--- src/rtl/mac_dec_rr_if.sv ---
// mac_dec_rr_if: PHY, header and body FIFO signal bundle for the round-robin frame decoder
interface mac_dec_rr_if #(
  parameter int N_PORTS = 4,
  parameter int HDR_BYTES = 14,
  parameter int LEN_W = 11,
  parameter int PID_W = ($clog2(N_PORTS) > 1) ? $clog2(N_PORTS) : 1,
  parameter int HW = 8*HDR_BYTES + LEN_W + PID_W + 1
);
  logic [8*N_PORTS-1:0] i_fifo_dout;
  logic [N_PORTS-1:0] i_fifo_empty;
  logic [N_PORTS-1:0] i_fifo_aempty;
  logic [N_PORTS-1:0] i_fifo_del;
  logic [N_PORTS-1:0] i_fifo_rden;
  logic [HW-1:0] h_fifo_din;
  logic h_fifo_full;
  logic h_fifo_wren;
  logic [7:0] b_fifo_din;
  logic b_fifo_afull;
  logic b_fifo_wren;
  logic b_fifo_del;
  modport master (
    input i_fifo_dout, i_fifo_empty, i_fifo_aempty, i_fifo_del, h_fifo_full, b_fifo_afull,
    output i_fifo_rden, h_fifo_din, h_fifo_wren, b_fifo_din, b_fifo_wren, b_fifo_del
  );
  modport slave (
    output i_fifo_dout, i_fifo_empty, i_fifo_aempty, i_fifo_del, h_fifo_full, b_fifo_afull,
    input i_fifo_rden, h_fifo_din, h_fifo_wren, b_fifo_din, b_fifo_wren, b_fifo_del
  );
endinterface

--- src/rtl/mac_dec_rr.sv ---
// mac_dec_rr: round-robin PHY FIFO frame decoder splitting frames into header descriptors and payload bytes
module mac_dec_rr #(
  parameter int N_PORTS = 4,
  parameter int HDR_BYTES = 14,
  parameter int MAX_FRAME = 1514,
  parameter int LEN_W = 11
) (
  input logic clk,
  input logic arst,
  mac_dec_rr_if.master m,
  output logic [15:0] stat_frames,
  output logic [15:0] stat_runts,
  output logic [15:0] stat_oversize
);
  localparam int PID_W = ($clog2(N_PORTS) > 1) ? $clog2(N_PORTS) : 1;
  typedef enum logic [2:0] {IDLE, HEADER, PAYLOAD, DRAIN, END} state_t;
  state_t state, state_nx;
  logic [PID_W-1:0] ptr, port_id, gnt_id, idx;
  logic [LEN_W-1:0] length;
  logic [8*HDR_BYTES-1:0] hdr;
  logic err, gnt_ok, grant, pop, head_del, over, body_wr;
  logic [7:0] head;
  always_comb begin
    gnt_id = ptr;
    gnt_ok = 1'b0;
    idx = '0;
    for (int i = N_PORTS; i >= 1; i--) begin
      idx = PID_W'((int'(ptr) + i) % N_PORTS);
      if (!m.i_fifo_aempty[idx]) begin
        gnt_ok = 1'b1;
        gnt_id = idx;
      end
    end
  end
  always_comb begin
    grant = state == IDLE && gnt_ok && !m.h_fifo_full && !m.b_fifo_afull;
    head = 8'(m.i_fifo_dout >> {port_id, 3'b000});
    head_del = m.i_fifo_del[port_id];
    pop = (state == HEADER || state == PAYLOAD || state == DRAIN) && !m.i_fifo_empty[port_id];
    over = length >= LEN_W'(MAX_FRAME);
    body_wr = pop && !head_del && state == PAYLOAD && !over;
    m.i_fifo_rden = pop ? N_PORTS'(1) << port_id : '0;
    m.h_fifo_wren = state == END;
    m.b_fifo_del = state == END;
    m.h_fifo_din = state == END ? {err, port_id, length, hdr} : '0;
    state_nx = state;
    case (state)
      IDLE: state_nx = grant ? HEADER : IDLE;
      HEADER: state_nx = !pop ? HEADER : head_del ? IDLE : length == LEN_W'(HDR_BYTES-1) ? PAYLOAD : HEADER;
      PAYLOAD: state_nx = !pop ? PAYLOAD : head_del ? END : over ? DRAIN : PAYLOAD;
      DRAIN: state_nx = pop && head_del ? END : DRAIN;
      default: state_nx = IDLE;
    endcase
  end
  always_ff @(posedge clk or posedge arst)
    if (arst) state <= IDLE;
    else state <= state_nx;
  always_ff @(posedge clk or posedge arst) begin
    if (arst) begin
      ptr <= PID_W'(N_PORTS-1);
      port_id <= '0;
      length <= '0;
      hdr <= '0;
      err <= 1'b0;
      m.b_fifo_din <= '0;
      m.b_fifo_wren <= 1'b0;
      stat_frames <= '0;
      stat_runts <= '0;
      stat_oversize <= '0;
    end else begin
      m.b_fifo_wren <= body_wr;
      if (body_wr) m.b_fifo_din <= head;
      if (grant) begin
        port_id <= gnt_id;
        ptr <= gnt_id;
        length <= '0;
        err <= 1'b0;
      end
      if (pop && !head_del) begin
        length <= &length ? length : length + 1'b1;
        if (state == HEADER) hdr <= {hdr[8*HDR_BYTES-9:0], head};
        if (state == PAYLOAD && over) begin
          err <= 1'b1;
          stat_oversize <= stat_oversize + {15'd0, ~&stat_oversize};
        end
      end
      if (state == HEADER && pop && head_del) stat_runts <= stat_runts + {15'd0, ~&stat_runts};
      if (state == END) stat_frames <= stat_frames + {15'd0, ~&stat_frames};
    end
  end
endmodule

--- src/flat_wrapper.sv ---
// flat-port wrapper written by rule: the top's interface ports become plain ports
module mac_dec_rr_flat 
#(
  parameter int N_PORTS = 4,
  parameter int HDR_BYTES = 14,
  parameter int MAX_FRAME = 1514,
  parameter int LEN_W = 11
)
  (clk, arst, stat_frames, stat_runts, stat_oversize, m_i_fifo_dout, m_i_fifo_empty, m_i_fifo_aempty, m_i_fifo_del, m_h_fifo_full, m_b_fifo_afull, m_i_fifo_rden, m_h_fifo_din, m_h_fifo_wren, m_b_fifo_din, m_b_fifo_wren, m_b_fifo_del);
  mac_dec_rr_if #(.N_PORTS(N_PORTS), .HDR_BYTES(HDR_BYTES), .LEN_W(LEN_W)) m_i ();
  input logic clk;
  input logic arst;
  output logic [15:0] stat_frames;
  output logic [15:0] stat_runts;
  output logic [15:0] stat_oversize;
  input wire logic [$bits(m_i.i_fifo_dout)-1:0] m_i_fifo_dout;
  input wire logic [$bits(m_i.i_fifo_empty)-1:0] m_i_fifo_empty;
  input wire logic [$bits(m_i.i_fifo_aempty)-1:0] m_i_fifo_aempty;
  input wire logic [$bits(m_i.i_fifo_del)-1:0] m_i_fifo_del;
  input wire logic [$bits(m_i.h_fifo_full)-1:0] m_h_fifo_full;
  input wire logic [$bits(m_i.b_fifo_afull)-1:0] m_b_fifo_afull;
  output wire logic [$bits(m_i.i_fifo_rden)-1:0] m_i_fifo_rden;
  output wire logic [$bits(m_i.h_fifo_din)-1:0] m_h_fifo_din;
  output wire logic [$bits(m_i.h_fifo_wren)-1:0] m_h_fifo_wren;
  output wire logic [$bits(m_i.b_fifo_din)-1:0] m_b_fifo_din;
  output wire logic [$bits(m_i.b_fifo_wren)-1:0] m_b_fifo_wren;
  output wire logic [$bits(m_i.b_fifo_del)-1:0] m_b_fifo_del;
  assign m_i.i_fifo_dout = m_i_fifo_dout;
  assign m_i.i_fifo_empty = m_i_fifo_empty;
  assign m_i.i_fifo_aempty = m_i_fifo_aempty;
  assign m_i.i_fifo_del = m_i_fifo_del;
  assign m_i.h_fifo_full = m_h_fifo_full;
  assign m_i.b_fifo_afull = m_b_fifo_afull;
  assign m_i_fifo_rden = m_i.i_fifo_rden;
  assign m_h_fifo_din = m_i.h_fifo_din;
  assign m_h_fifo_wren = m_i.h_fifo_wren;
  assign m_b_fifo_din = m_i.b_fifo_din;
  assign m_b_fifo_wren = m_i.b_fifo_wren;
  assign m_b_fifo_del = m_i.b_fifo_del;
  mac_dec_rr #(.N_PORTS(N_PORTS), .HDR_BYTES(HDR_BYTES), .MAX_FRAME(MAX_FRAME), .LEN_W(LEN_W)) u_core (.clk(clk), .arst(arst), .m(m_i), .stat_frames(stat_frames), .stat_runts(stat_runts), .stat_oversize(stat_oversize));
endmodule
--- config.mk ---
export PLATFORM = sky130hd
export DESIGN_NAME = mac_dec_rr_flat
export DESIGN_NICKNAME = d
export VERILOG_FILES = /design/src/rtl/mac_dec_rr_if.sv /design/src/rtl/mac_dec_rr.sv /design/src/flat_wrapper.sv
export SDC_FILE = /design/constraint.sdc
export NUM_CORES = 1
export LEC_CHECK = 0
export BUFFER_PORTS_ARGS = -buffer_cell sky130_fd_sc_hd__buf_2
export CAP_MARGIN = 20
export CORE_UTILIZATION = 51
export CTS_CLUSTER_SIZE = 25
export DETAILED_ROUTE_END_ITERATION = 16
export PLACE_DENSITY = 0.89
export SYNTH_ARGS = -nofsm -noshare
export SYNTH_HDL_FRONTEND = slang
export SYNTH_SLANG_ARGS = --single-unit
export TNS_END_PERCENT = 30
--- constraint.sdc ---
create_clock -name clk -period 16.6 [get_ports clk]
set_input_delay 1.66 -clock clk [delete_from_list [all_inputs] [get_ports clk]]
set_output_delay 1.66 -clock clk [all_outputs]
set_load 0.1 [all_outputs]
### Word level (Yosys, flattened, before mapping)

Cells that the tools add are included.

| word-level totals | value |
|---|---|
| bits in writable memories | 0 |
| latch bits | 0 |
| ROM bits | 0 |
| word-level logic and storage cells | 100 |
| memories | 0 |
| register bits | 188 |

| operators by class | value |
|---|---|
| $mul | 0 |
| equality and inequality tests | 6 |
| shift operators | 2 |
| order comparisons | 6 |
| multiplexer cells | 37 |
| bitwise logic cells | 0 |
| div/mod/pow operators | 0 |
| reduce and logical (&&, ||, !) cells | 30 |
| add/subtract/negate cells | 8 |

Operators by type and width:

| cell | number |
|---|---|
| $mux 126 | 1 |
| $add 16x1->16 | 3 |
| $reduce_and 16->1 | 3 |
| $mux 11 | 3 |
| $shr 32x5->8 | 1 |
| $lt 2x3->1 const B | 5 |
| $mux 1 | 15 |
| $mux 3 | 5 |
| $bmux 1 s2 | 6 |
| $pmux 3 s4 | 1 |
| $add 11x1->11 const B | 1 |
| $eq 11x4->1 const B | 1 |
| $ge 11x11->1 const B | 1 |
| $logic_and 1x1->1 | 11 |
| $reduce_and 11->1 | 1 |
| $mux 2 | 5 |
| $logic_not 1->1 | 8 |
| $eq 3x2->1 const B | 2 |
| $reduce_and 2->1 | 3 |
| $add 2x1->2 const B | 2 |
| $add 2x2->2 const B | 2 |
| $mux 4 | 1 |
| $shl 1x2->4 const A | 1 |
| $eq 3x1->1 const B | 1 |
| other kinds (5) | 6 |

### Depth between registers and ports, before layout

| depth | value |
|---|---|
| word-level depth | 13 |
| depth in mapped cells | 11 |
| mapped depth without buffers | 11 |

### Least setup slack after synthesis

OpenSTA, ideal clock, no wires.

| path | value |
|---|---|
| kind | input to output |
| start | input m_i_fifo_empty[3] |
| end | output m_i_fifo_rden[3] |
| buffers on the path | 0 |
| required time | 14,940 ps |
| arrival time | 3,872 ps |
| setup slack | 11,068 ps |
| stages on the path | 1 |
| cells stage by stage | nor3b_1 |

| on the way | value |
|---|---|
| word-level cells in the longest chain between the ends | 5 |

Ends and longest elaborated chain:

| what | line | text |
|---|---|---|
| start, declared | flat_wrapper.sv:17 | `input wire logic [$bits(m_i.i_fifo_empty)-1:0] m_i_fifo_empty;` |
| $bmux 1 s2 | mac_dec_rr.sv:39 | `pop = (state == HEADER \|\| state == PAYLOAD \|\| state == DRAIN) && !m.i_fifo_empty[port_id];` |
| $mux 1 (implied by the code) | mac_dec_rr.sv:39 |  |
| $logic_not 1->1 | mac_dec_rr.sv:39 |  |
| $logic_and 1x1->1 | mac_dec_rr.sv:39 |  |
| $mux 4 | mac_dec_rr.sv:42 | `m.i_fifo_rden = pop ? N_PORTS'(1) << port_id : '0;` |
| end, declared | flat_wrapper.sv:22 | `output wire logic [$bits(m_i.i_fifo_rden)-1:0] m_i_fifo_rden;` |

Every way passes these cells. The select of a mux whose other input is x is not followed.

### Worst setup path in the final report

| path | value |
|---|---|
| start | input m_i_fifo_empty[0] |
| end | output m_i_fifo_rden[0] |

Same word-level chain as after synthesis.

==> results.tsv <==
stage	metric	value	unit
critical_path	reg2reg_to	u_core.hdr[27]$_DFFE_PP0P_	
cts	tritoncts.num_buffers	17	
sta	timing.final.crit_period	4.07	ns
critical_path	cp_top_family	buffers and inverters	
global_routing	grt_util_all_layers	0.228	
floorplanning	die-height	134	microns
yosys	postSynthAreaPerCell	12.3	sq um
yosys	synth_area_leader	dfrtp_1	
critical_path	crit_path_start_kind	input pin	
layout	insertedDiodeCount	0	
critical_path	critical_path_required	14.94	ns
yosys	synth.ff_latch_count	188	
sta	worst_clock_skew	0.0110	ns
cts	tritoncts	yes	
sta	max_clock_freq	0.246	GHz
sta	finalHoldViolCount	0	
power_and_ir_drop	design_power_total	1.50	mW
hold_path	worst_hold_path_stage_count	1	
hold_path	hold_path.startpoint	u_core.err$_DFF_PP0_	
yosys	synth-main-ff-cell	dfrtp_1	
yosys	async_flop_share	1.00	
route	firstDrtPassIters	4	
layout	fin_nets	1007	
cts	postCtsResizedCells	0	
place	port-buffer-count	236	
route	wirelength	20100	microns
yosys	cells_taking_the_most_area_after_synthesis	dfrtp_1 52%, mux2_2 15%, and2_1 8.9%, xnor2_1 3.4%, mux4_2 2.5%	
cts	cts.reportedPaths.clkPinSlew	0.06	ns
critical_path	path_depth	3	
floorplanning	die_w	134	microns
global_routing	grt_start_max_net_pins	115	
yosys	count_of_flip_flops_with_a_built_in_enable_after_synthesis	0	
floorplanning	design.portCount	237	
yosys	synth_top_area_frac	0.520	
cts	root_buffer	clkbuf_16	
hold_path	hold_path_class	flop to flop	
route	initialDrtViolationCount	370	
critical_path	reg2reg_slack	12.96	ns
critical_path	worst_r2r_startpoint	u_core.port_id[0]$_DFFE_PP0P_	
critical_path	cp_common_cell	buf_2	
route	antenna_left	0	
critical_path	timing.critical_path.cells	buf_2 > nor3_1 > buf_2	
route	detailroute.via_count	6484	
critical_path	crit_path_top_delay_cell	buf_2	
sta	worstMarginPinSlew	1.08	ns
floorplanning	initial_core_util	0.519	
critical_path	cp-end-kind	primary output	
power_and_ir_drop	ir_worst_vdd	90.1	uV
route	avgViaCountPerCell	5.46	
cts	ctsLongestPathBuffers	2	
yosys	synth.distinct_cells	57	
global_routing	initial_antenna_violation_count	0	
yosys	yosysWarningCount	0	
sta	period_share	0.245	
place	detailedPlacementHpwl	14100	microns
sta	fin_tns_setup	0	ns
power_and_ir_drop	leakage	5.71	nW
layout	layout-drive-gt1-share	0.437	
power_and_ir_drop	power-per-cell-area	137	nW/um^2
critical_path	critical_path.n_buffers_inverters	2	
global_routing	grt-ovfl-total	0	
cts	h-tree-depth	4	
critical_path	crit_arrival	2.41	ns
place	routabilityCongestion	0.820	
route	routedWlPerCell	17.0	microns
critical_path	timing.critical_path.slowest_cell_delay	0.46	ns
sta	slew_violations	0	
sta	fin_hold_ws	0.480	ns
global_routing	grt_pass1_wl	32400	microns
floorplanning	row_count	48	
sta	setup_viol	0	
cts	clock_network_latency_to_the_later_pin_of_the_worst_skew_pair	0.42	ns
global_routing	grt_pass1_vias	6359	
layout	synthToLayoutAreaGrowth	22.1	%
yosys	net_count_after_synthesis	783	
status	outcome	finished clean	
yosys	synth_cells	726	
critical_path	worst_r2r_path_depth	5	
floorplanning	fp.dieArea	18100	sq um
hold_path	worstHoldEndpoint	u_core.err$_DFF_PP0_	
yosys	sequential_share_of_the_synthesized_area	0.526	
cts	holdBufCountCts	0	
critical_path	criticalPathCategory	input pin to primary output	
floorplanning	core_box_area	17200	sq um
cts	clock_sinks	188	
run	max_cap_viol_count	0	
cts	post-cts-setup-buffers	0	
route	drt_drc_violations_left	0	
yosys	mappedNetlistArea	8940	sq um
sta	setup_repair_after_global_routing_missed_its_margin	no	
critical_path	worstPathMaxFanout	2	
sta	max-slew-margin-rel	0.281	
-- cell usage in the layout (no fill, tap or decap), types with 4 or more instances in the layout --
cell type  count
buf_2        236
dfrtp_1      186
and2_1       127
mux2_2       117
xnor2_1       35
nand4_1       30
nand2_1       26
nor2_1        17
nand3_1       17
clkbuf_16     17
inv_1         10
mux4_2        10
and3_1        10
ha_1           9
mux2_4         8
nor3_1         7
xor2_1         7
or3_1          7
o21ai_0        7
buf_4          6
a21oi_1        5
a21o_1         4
clkbuf_1       4
bufinv_16      4
-- power breakdown --
group / switching [mW] / leakage (nW) / total (mW) / internal [mW]
sequential: 0.104 / 2.52 / 0.667 / 0.563
combinational: 0.231 / 2.88 / 0.399 / 0.168
clock: 0.170 / 0.308 / 0.432 / 0.262
-- worst max-delay path by stage --
stage / from / to / slack [ns]
4_1_cts: m_i_fifo_empty[3] / m_i_fifo_rden[3] / 12.54
3_5_place_dp: m_i_fifo_empty[3] / u_core.hdr[25]$_DFFE_PP0P_ / 12.19
5_1_grt: u_core.state[2]$_DFF_PP0_ / m_h_fifo_din[87] / 12.40
6_report: m_i_fifo_empty[0] / m_i_fifo_rden[0] / 12.53
2_1_floorplan: arst / u_core.err$_DFF_PP0_ / 9.83
3_3_place_gp: m_i_fifo_del[3] / u_core.hdr[5]$_DFFE_PP0P_ / 12.23
-- synthesized netlist by cell type (2+ instances only) --
cell and count:
nor3b_1 3, nor4_4 2, dfstp_2 2, nor3_1 8, mux4_2 10, a21oi_1 5, buf_2 12, o21ai_0 7
xor2_1 7, buf_6 2, mux2_4 8, nand2_1 26, nor2_1 17, a22o_1 2, xnor2_1 35, nor3_4 2
a21o_1 4, or2_2 3, nand3_1 17, nand2b_1 2, mux2_2 117, inv_1 11, nand4_1 30, mux2i_1 2
or3_1 7, and3_1 10, ha_1 9, nor4_1 3, clkbuf_1 21, dfrtp_1 186, and4_1 3, o21bai_1 2
and2_1 127
-- layout make-up --
cell class                      instances  area [sq um]
Tap cell                              225           282
Multi-Input combinational cell        490          4030
Clock inverter                          9           159
Timing Repair Buffer                  242          1230
Clock buffer                           23           468
Fill cell                            1355          6310
Inverter                               11          48.8
Sequential cell                       188          4710
-- cell families (layout without fill, tap and decap cells) --
group           count (synthesis)  after routing  synth area share
xor+xnor                       42             42            0.0411
fa+ha+maj                       9              9            0.0126
simple gates                  267            267             0.180
flops                         188            188             0.526
compound gates                 34             34            0.0263
buf+inv                        48            285            0.0239
mux                           138            138             0.189
-- stage by stage --
| step | setup slack (ns) | util | instance area [sq um] | instances |
|---|---|---|---|---|
| 2_1_floorplan | 9.83 | - | 8940 | 726 |
| 3_3_place_gp | 12.23 | 0.597 | 10300 | 1156 |
| 3_5_place_dp | 12.19 | 0.597 | 10300 | 1156 |
| 4_1_cts | 12.54 | 0.634 | 10900 | 1188 |
| 5_1_grt | 12.40 | 0.634 | 10900 | 1188 |
| 6_report | 12.53 | 0.634 | 10900 | 1188 |
-- metal layers --
| layer | up-vias | routed length, microns | track usage |
|---|---|---|---|
| met4 | 0 | 461 | 0.0930 |
| met2 | 195 | 10300 | 0.383 |
| met3 | 36 | 807 | 0.0446 |
| met1 | 3255 | 8610 | 0.290 |
| li1 | 2998 | - | - |
| met5 | - | 0 | 0 |
-- sequential cells by signal (all words and copies together), names as in the netlist --
register              count
u_core.hdr              112
u_core.stat_runts        16
u_core.length            11
u_core.ptr                2
u_core.err                1
u_core.m.b_fifo_din       8
u_core.m.b_fifo_wren      1
u_core.stat_frames       16
u_core.stat_oversize     16
u_core.port_id            2
u_core.state              3
(Power assumes the default switching activity.)
